### src/rtl/spike_uart_tx.sv
// spike_uart_tx: periodic UART streamer for a multi-channel spike snapshot.
// Captures NUM_CH channel bits at the start of every period, sends them as
// ceil(NUM_CH/DATA_BITS) framed UART characters (LSB channel first, optional
// even parity), then holds the line at mark for IDLE_BITS bit times.
// All outputs are registered from the current state, so the line lags the
// state register by exactly one cycle and every level lasts CLKS_PER_BIT cycles.
module spike_uart_tx #(
  parameter int unsigned NUM_CH       = 18,
  parameter int unsigned DATA_BITS    = 6,
  parameter int unsigned CLKS_PER_BIT = 20833,
  parameter int unsigned IDLE_BITS    = 8,
  parameter int unsigned PARITY_EN    = 0,
  parameter int unsigned STICKY       = 0
) (
  input  logic              sys_clk,
  input  logic              sys_reset,
  input  logic              uart_start,
  input  logic [NUM_CH-1:0] ch_in,
  output logic              uart_txd,
  output logic              busy,
  output logic              frame_done,
  output logic              period_done
);

  // Derived geometry: frames per period and the zero-padded snapshot width.
  localparam int unsigned NUM_FRAMES = (NUM_CH + DATA_BITS - 1) / DATA_BITS;
  localparam int unsigned SNAP_W     = NUM_FRAMES * DATA_BITS;

  // Counter widths: bit-time timer, in-frame/gap bit counter, frame index.
  localparam int unsigned TMR_W   = (CLKS_PER_BIT > 1) ? $clog2(CLKS_PER_BIT) : 1;
  localparam int unsigned CNT_MAX = (DATA_BITS > IDLE_BITS) ? DATA_BITS : IDLE_BITS;
  localparam int unsigned BIT_W   = $clog2(CNT_MAX + 1);
  localparam int unsigned FRM_W   = $clog2(NUM_FRAMES + 1);

  // Terminal counts, pre-sized to their counters.
  localparam logic [TMR_W-1:0] TMR_LAST  = TMR_W'(CLKS_PER_BIT - 1);
  localparam logic [BIT_W-1:0] DATA_LAST = BIT_W'(DATA_BITS - 1);
  localparam logic [BIT_W-1:0] GAP_LAST  = BIT_W'(IDLE_BITS - 1);
  localparam logic [FRM_W-1:0] FRM_LAST  = FRM_W'(NUM_FRAMES - 1);

  typedef enum logic [2:0] {
    S_IDLE,
    S_START,
    S_DATA,
    S_PARITY,
    S_STOP,
    S_GAP
  } state_e;

  state_e            state_q,  state_d;
  logic [TMR_W-1:0]  tmr_q,    tmr_d;
  logic [BIT_W-1:0]  bit_q,    bit_d;
  logic [FRM_W-1:0]  frm_q,    frm_d;
  logic [NUM_CH-1:0] snap_q,   snap_d;
  logic [NUM_CH-1:0] acc_q,    acc_d;
  logic              txd_q,    txd_d;
  logic              busy_q,   busy_d;
  logic              fdone_q,  fdone_d;
  logic              pdone_q,  pdone_d;

  logic                 tick;
  logic [SNAP_W-1:0]    snap_pad;
  logic [DATA_BITS-1:0] frame_data;
  logic                 cur_bit;
  logic                 parity_bit;
  logic [NUM_CH-1:0]    capture;

  // Last cycle of the current bit time.
  assign tick = (tmr_q == TMR_LAST);

  // Channels beyond NUM_CH in the final frame transmit as zero.
  assign snap_pad = SNAP_W'(snap_q);

  // Value loaded into the snapshot: held spikes plus this cycle's, or just this cycle's.
  assign capture = (STICKY != 0) ? (acc_q | ch_in) : ch_in;

  // Select the payload of the frame currently being sent.
  always_comb begin
    frame_data = '0;
    for (int unsigned f = 0; f < NUM_FRAMES; f++) begin
      if (frm_q == FRM_W'(f)) begin
        frame_data = snap_pad[f*DATA_BITS +: DATA_BITS];
      end
    end
  end

  // Current data bit (LSB first) and even parity over the frame payload.
  assign cur_bit    = |(frame_data & (DATA_BITS'(1) << bit_q));
  assign parity_bit = ^frame_data;

  // Next-state, counters, snapshot/accumulator and registered-output values.
  always_comb begin
    state_d = state_q;
    tmr_d   = tmr_q;
    bit_d   = bit_q;
    frm_d   = frm_q;
    snap_d  = snap_q;
    acc_d   = (STICKY != 0) ? (acc_q | ch_in) : '0;
    txd_d   = 1'b1;
    busy_d  = (state_q != S_IDLE);
    fdone_d = 1'b0;
    pdone_d = 1'b0;

    // Bit timer free-runs 0..CLKS_PER_BIT-1 whenever a period is active.
    if (state_q == S_IDLE) begin
      tmr_d = '0;
    end else if (tick) begin
      tmr_d = '0;
    end else begin
      tmr_d = tmr_q + TMR_W'(1);
    end

    case (state_q)
      S_IDLE: begin
        txd_d = 1'b1;
        bit_d = '0;
        frm_d = '0;
        acc_d = '0;
        if (uart_start) begin
          state_d = S_START;
          snap_d  = capture;
          acc_d   = '0;
        end
      end

      S_START: begin
        txd_d = 1'b0;
        if (tick) begin
          state_d = S_DATA;
          bit_d   = '0;
        end
      end

      S_DATA: begin
        txd_d = cur_bit;
        if (tick) begin
          if (bit_q == DATA_LAST) begin
            state_d = (PARITY_EN != 0) ? S_PARITY : S_STOP;
            bit_d   = '0;
          end else begin
            bit_d = bit_q + BIT_W'(1);
          end
        end
      end

      S_PARITY: begin
        txd_d = parity_bit;
        if (tick) begin
          state_d = S_STOP;
        end
      end

      S_STOP: begin
        txd_d = 1'b1;
        if (tick) begin
          fdone_d = 1'b1;
          bit_d   = '0;
          if (frm_q == FRM_LAST) begin
            state_d = S_GAP;
          end else begin
            state_d = S_START;
            frm_d   = frm_q + FRM_W'(1);
          end
        end
      end

      S_GAP: begin
        txd_d = 1'b1;
        if (tick) begin
          if (bit_q == GAP_LAST) begin
            pdone_d = 1'b1;
            bit_d   = '0;
            frm_d   = '0;
            if (uart_start) begin
              state_d = S_START;
              snap_d  = capture;
              acc_d   = '0;
            end else begin
              state_d = S_IDLE;
            end
          end else begin
            bit_d = bit_q + BIT_W'(1);
          end
        end
      end

      default: begin
        state_d = S_IDLE;
      end
    endcase
  end

  // State, datapath and output registers with asynchronous active-low reset.
  always_ff @(posedge sys_clk or negedge sys_reset) begin
    if (!sys_reset) begin
      state_q <= S_IDLE;
      tmr_q   <= '0;
      bit_q   <= '0;
      frm_q   <= '0;
      snap_q  <= '0;
      acc_q   <= '0;
      txd_q   <= 1'b1;
      busy_q  <= 1'b0;
      fdone_q <= 1'b0;
      pdone_q <= 1'b0;
    end else begin
      state_q <= state_d;
      tmr_q   <= tmr_d;
      bit_q   <= bit_d;
      frm_q   <= frm_d;
      snap_q  <= snap_d;
      acc_q   <= acc_d;
      txd_q   <= txd_d;
      busy_q  <= busy_d;
      fdone_q <= fdone_d;
      pdone_q <= pdone_d;
    end
  end

  assign uart_txd    = txd_q;
  assign busy        = busy_q;
  assign frame_done  = fdone_q;
  assign period_done = pdone_q;

endmodule
### config.mk
export PLATFORM = sky130hd
export DESIGN_NAME = spike_uart_tx
export DESIGN_NICKNAME = d
export VERILOG_FILES = /design/src/rtl/spike_uart_tx.sv
export SDC_FILE = /design/constraint.sdc
export NUM_CORES = 1
export LEC_CHECK = 0
export ABC_AREA = 1
export BUFFER_PORTS_ARGS = -buffer_cell sky130_fd_sc_hd__buf_2
export CAP_MARGIN = 20
export CORE_ASPECT_RATIO = 1.2
export CORE_MARGIN = 2
export CORE_UTILIZATION = 55
export CTS_BUF_LIST = sky130_fd_sc_hd__clkbuf_8
export DETAILED_ROUTE_END_ITERATION = 7
export PLACE_DENSITY = 0.75
export SLEW_MARGIN = 25
export SYNTH_ARGS = -nofsm -noshare
export SYNTH_HDL_FRONTEND = slang
export SYNTH_SLANG_ARGS = --single-unit
### constraint.sdc
create_clock -name sys_clk -period 3.05 [get_ports sys_clk]
set_clock_uncertainty 0.05 [all_clocks]
set_input_delay 0.61 -clock sys_clk [delete_from_list [all_inputs] [get_ports sys_clk]]
set_output_delay 0.61 -clock sys_clk [all_outputs]
set_load 0.01 [all_outputs]
==> run_results.csv, run 1 <==
group,metric,value,unit
pwr,p_leak,1.51,nW
yosys,netlist_area,2750,sq um
worst_hold_path,hp-class,"input pin to async pin",
die,io-pin-count,25,
yosys,synth-edff-count,0,
setup_path,path_class,"register to register",
die,initial_utilization,56.4,%
grt,grt_start_max_net_pins,47,
sta,finalHoldViolCount,0,
detailed_routing,drt_pre_antenna_iters,4,
pwr,ir_drop,0.000422,V
setup_path,cpLargestDelayFamily,"simple AND/OR/NAND/NOR gates",
setup_path,max_stage_delay,0.44,ns
yosys,yosys_warnings,0,
setup_path,worstPathMaxFanout,36,
detailed_routing,drc,0,
yosys,synthTopCellsByArea,"dfrtp_1 (41%), nand2_1 (11%), inv_1 (7.1%)",
yosys,synth_top_area_share,41.0,%
setup_path,r2r_cells,9,
setup_path,crit_chain,"inv_1, ha_1, nand3_1, nor2_1, nand2_1, nand3_1, nand3_4, nand2_1, o21ai_2",
yosys,synth-async-reset-ratio,100,%
grt,grtUsageTotal,21.8,%
detailed_routing,vias,2263,
yosys,netlist_top_cells_count,"nand2_1 (79), inv_1 (52), dfrtp_1 (45), nor2_1 (39), o21ai_2 (19)",
cts,cts_resized,0,
die,num_rows,28,
sta,slew_headroom,61.4,%
cts,cts.sinks,46,
layout,n_antenna_cell,0,
cts,clk_path_buf_depth,2,
cts,cts-htree-levels,2,
cts,cts_buffers,5,
sta,finalSetupTns,0,ns
sta,fmax,502,MHz
cts,path_clk_slew,0.09,ns
grt,grt_pass1_vias,2216,
die,die_w,68.5,um
sta,rsz0062_at_grt,"false",
setup_path,r2r-start,"tmr_q[0]",
yosys,syn_inst,353,
die,die_h,81.4,um
die,dieArea,5580,sq um
layout,syn_to_final_growth,8.88,%
setup_path,critPathArrivalTime,2.12,ns
sta,setup_viol,0,
cts,cts_tree,"done",
detailed_routing,wl,5330,um
yosys,syn_nets,384,
setup_path,cp-start-kind,"register",
cts,clock_latency,0.30,ns
cts,holdBufCountCts,0,
setup_path,cp_num_buf_inv,1,
setup_path,critPathCaptureType,"register",
yosys,synth-main-ff-cell,"dfrtp_1",
place,gp_congestion,0.851,
sta,worstMarginPinSlew,0.579,ns
grt,grt_pass1_wl,9180,um
detailed_routing,vias_per_cell,5.15,
pwr,total_power,2.57,mW
run_status,status,"finished, final reports clean",
detailed_routing,postRouteAntennaNets,0,
layout,layout-drive-gt1-share,20.3,%
run,max-cap-violations,0,
grt,antenna_found_initial,0,
setup_path,r2r_end,"snap_pad[4]",
sta,report.final.slew_viol_count,0,
sta,min_period_over_period,65.3,%
yosys,synth.largest_area_cell,"dfrtp_1",
cts,cts-root-buf,"clkbuf_8",
setup_path,crit_slowest_cell,"nand3_4",
grt,overflow,0,
yosys,avgSynthCellArea,7.78,sq um
setup_path,r2r_slack,1.06,ns
yosys,ys_seq_area_share,42.0,%
place,portBuffers,24,
layout,finalNetCount,409,
sta,layout_min_cycle_time,1.99,ns
place,detailed_place_hpwl,4120,um
setup_path,cp.required,3.18,ns
yosys,synth.most_common_cell,"nand2_1",
yosys,ys_types,32,
cts,post-cts-setup-buffers,0,
yosys,synth-seq-cells,46,
detailed_routing,first_iter_violations,168,
pwr,power_density,859,nW/um^2
die,coreArea,4870,sq um
detailed_routing,routedWlPerCell,12.1,um
==> through the flow <==
step	area [sq um]	hold slack, ns	worst slack, ns	util [%]	std cells
3_5_place_dp	2890	0.433	1.07	59.4	431
5_1_grt	2990	0.297	0.896	61.4	439
6_report	2990	0.252	1.06	61.4	439
2_1_floorplan	2750	0.264	1.44	-	353
3_3_place_gp	2890	0.417	1.14	59.4	431
4_1_cts	2990	0.446	1.06	61.4	439
==> cells in the final DEF (no fill, tap or decap) <==
cell / instances
a211oi_1: 1
a21oi_1: 13
a31oi_1: 3
a41oi_1: 1
buf_2: 23
buf_4: 1
clkbuf_8: 6
clkinv_2: 1
clkinvlp_4: 1
dfrtp_1: 45
dfstp_2: 1
ha_1: 10
inv_1: 52
inv_2: 4
nand2_1: 79
nand2_2: 13
nand2b_1: 1
nand3_1: 17
nand3_4: 1
nand3b_1: 1
nand4_1: 7
nor2_1: 39
nor2_2: 4
nor2_4: 2
nor3_1: 8
nor3b_1: 1
nor4b_1: 1
o211ai_1: 1
o21ai_0: 10
o21ai_1: 4
o21ai_2: 19
o21bai_1: 3
o31ai_1: 1
o31ai_2: 1
xor2_1: 4
==> sequential cells by signal, indices dropped and copies added, names as in the netlist, 2 cells and up <==
name / cells
tmr_q: 15
state_q: 3
bit_q: 4
snap_pad: 18
frm_q: 2
==> area by class of cell <==
cell class / instances / area [sq um]
multi-input cells: 245 / 1340
inverters: 56 / 210
clock inverters: 2 / 12.5
clock buffers: 6 / 82.6
flip-flops and latches: 46 / 1150
fillers: 449 / 1880
repair buffers: 24 / 123
well taps: 60 / 75.1
==> logic make-up (layout without fill, tap and decap cells) <==
group | Yosys count | after routing | synth area share [%]
simple gates | 174 | 174 | 28.7
compound gates | 57 | 57 | 14.1
fa+ha+maj | 10 | 10 | 4.56
flops | 46 | 46 | 42.0
buf+inv | 62 | 88 | 9.43
xor+xnor | 4 | 4 | 1.28
==> where the power goes <==
group / switching, mW / internal, mW / leakage, nW / total (mW)
Sequential: 0.158 / 0.797 / 0.600 / 0.955
Clock: 0.209 / 0.182 / 0.0472 / 0.392
Combinational: 0.778 / 0.445 / 0.862 / 1.22
Total: 1.14 / 1.42 / 1.51 / 2.57
==> layer usage <==
metal / up-vias / global-route usage [%] / wire, um
met3: 11 / 5.07 / 224
met5: - / 0 / 0
li1: 1172 / - / -
met1: 1037 / 24.8 / 2280
met4: 0 / 6.40 / 62
met2: 43 / 39.5 / 2760
==> worst max-delay path by stage <==
stage	end	cells after the start	slack (ns)	startpoint
after floorplan	uart_txd	14	1.44	frm_q[0]
after global placement	snap_pad[17]	9	1.14	tmr_q[0]
after detailed placement	snap_pad[4]	9	1.07	tmr_q[0]
after CTS	snap_pad[1]	9	1.06	tmr_q[0]
after global routing	snap_pad[0]	9	0.90	tmr_q[0]
final	snap_pad[4]	9	1.06	tmr_q[0]
Power figures use the tool's default switching activity.
==> inputs of run 2 (changes only) <==
clock period = 1.85 ns   (was 3.05 ns; I/O delays follow)
==> run 2 against run 1 <==
Critical endpoint is now uart_txd. Final area increased by 6.4%. Combinational power increased by 88%. Flip-flop and latch count unchanged. Sequential share of layout area decreased by 2.3 points. Clock power increased by 96%. Routed wire length increased by 10%. Largest cell class unchanged.
==> run_results.csv, run 2 (same netlist as run 1, synthesis figures left out) <==
group,metric,value,unit
layout,layout-drive-gt1-share,25.8,%
setup_path,crit_slowest_cell,"dfrtp_1",
detailed_routing,vias_per_cell,5.24,
die,io-pin-count,25,
pwr,p_leak,1.58,nW
sta,fmax,584,MHz
grt,overflow,0,
sta,fin_hold_ws,0.240,ns
cts,cts.sinks,46,
cts,clock_latency,0.31,ns
setup_path,path_class,"register to register",
setup_path,cpLargestDelayFamily,"simple AND/OR/NAND/NOR gates",
die,die_h,81.4,um
setup_path,cp-start-kind,"register",
layout,mostFrequentLayoutCells,"nand2_1 (79), inv_1 (49), dfrtp_1 (45), nor2_1 (32), buf_2 (24)",
grt,antenna_found_initial,0,
grt,grt_start_max_net_pins,47,
worst_hold_path,hold_depth,3,
detailed_routing,vias,2347,
detailed_routing,wl,5870,um
setup_path,crit_cells,13,
die,coreArea,4870,sq um
die,die_w,68.5,um
cts,path_clk_slew,0.10,ns
place,placedCellCount,436,
cts,cts-htree-levels,2,
die,initial_utilization,56.4,%
sta,setup_viol,0,
place,portBuffers,24,
sta,rsz0062_at_grt,"true",
setup_path,cp_num_buf_inv,1,
sta,slew_headroom,78.9,%
layout,final_util,65.3,%
die,num_rows,28,
sta,layout_min_cycle_time,1.71,ns
run,max-cap-violations,0,
detailed_routing,routedWlPerCell,13.1,um
setup_path,path_common_cell,"nand2_1",
pwr,ir_drop,0.000586,V
sta,finalHoldViolCount,0,
sta,setup_ws,0.137,ns
sta,min_period_over_period,92.6,%
grt,grt_pass1_vias,2282,
grt,grt_pass1_wl,9670,um
sta,finalSetupTns,0,ns
detailed_routing,postRouteAntennaNets,0,
setup_path,critPathArrivalTime,1.90,ns
layout,n_antenna_cell,0,
setup_path,worstPathMaxFanout,5,
setup_path,r2r_cells,13,
detailed_routing,first_iter_violations,123,
cts,cts_tree,"done",
layout,largest_reg_flops,18,
place,place_worst_setup_slack,0.0371,ns
cts,cts_buffers,5,
setup_path,crit_chain,"inv_2, ha_4, nand2_1, nor2_1, nor2_1, nor2_2, nand2_1, nand2_1, nand2_1, nand2_1, nand2_1, nand3_1, nand2_1",
cts,cts-root-buf,"clkbuf_8",
layout,final_common_cell,"nand2_1",
die,dieArea,5580,sq um
pwr,power_density,1470,nW/um^2
grt,grtUsageTotal,23.3,%
detailed_routing,drt_pre_antenna_iters,4,
sta,report.final.slew_viol_count,0,
detailed_routing,drc,0,
sta,worstMarginPinSlew,0.314,ns
setup_path,cp.required,2.04,ns
layout,finalNetCount,418,
setup_path,max_stage_delay,0.45,ns
cts,clk_path_buf_depth,2,
worst_hold_path,hp-class,"input pin to register",
setup_path,critPathCaptureType,"register",
place,gp_congestion,0.838,
layout,syn_to_final_growth,15.8,%
place,detailed_place_hpwl,4260,um
layout,instances_no_fill,448,
run_status,status,"finished, final reports clean",
==> run 2: cell count changes in the layout (fill, tap and decap cells not counted), moves of 2 or more <==
cell     change
a21oi_1      -2
a21oi_2      +2
buf_12       +2
buf_4        +5
ha_1         -3
ha_4         +3
inv_1        -3
inv_2        +2
nor2_1       -7
nor2_2       +4
nor2_4       +3
==> run 2: what timing repair did <==
action / in CTS / in global routing
setup buffers: 0 / 3
gates resized for setup: 0 / 23
hold buffers: 1 / 0
setup endpoints to repair: 0 / 8
endpoints found under the hold margin: 45 / 0
==> run 2: per-stage QoR <==
stage | cell area (sq um) | total power, mW
2_1_floorplan | 2750 | 3.21
3_3_place_gp | 2960 | 3.68
3_5_place_dp | 2960 | 3.73
4_1_cts | 3080 | 4.52
5_1_grt | 3180 | 5.08
6_report | 3180 | 4.66
==> run 2: layer usage <==
metal	global-route usage, %	vias to the layer above	share of wire, %
li1	-	1192	-
met1	26.0	1090	41
met2	42.1	54	53
met3	4.38	11	3.8
met4	10.2	0	2.4
met5	0	-	0
==> run 2: worst register-to-register path, stage by stage, from the launching register on <==
cell	delay (ns)
dfrtp_1	0.45
inv_2	0.14
ha_4	0.17
nand2_1	0.05
nor2_1	0.13
nor2_1	0.07
nor2_2	0.16
nand2_1	0.09
nand2_1	0.08
nand2_1	0.07
nand2_1	0.06
nand2_1	0.04
nand3_1	0.05
nand2_1	0.05
==> run 2: area by class of cell <==
type,instances,area [sq um]
Sequential cell,46,1150
Multi-Input combinational cell,245,1410
Fill cell,398,1690
Timing Repair Buffer,33,215
Clock buffer,5,68.8
Clock inverter,3,43.8
Inverter,56,213
Tap cell,60,75.1
==> run 2: worst paths after layout <==
kind                                     end  slack [ns]         from
worst min register to register   snap_pad[6]        0.46  snap_pad[6]
worst min-delay path            snap_pad[11]        0.24    ch_in[11]
min in group asynchronous       snap_pad[11]        0.50    sys_reset
worst max-delay path                uart_txd        0.14     frm_q[0]
max in group asynchronous           uart_txd        0.96    sys_reset
worst max register to register      uart_txd        0.14     frm_q[0]
==> run 2: power by group <==
part	total, mW	leakage, nW	switching (mW)	internal (mW)
Sequential	1.60	0.600	0.290	1.31
Combinational	2.29	0.919	1.40	0.893
Clock	0.767	0.0585	0.362	0.405
Total	4.66	1.58	2.05	2.61
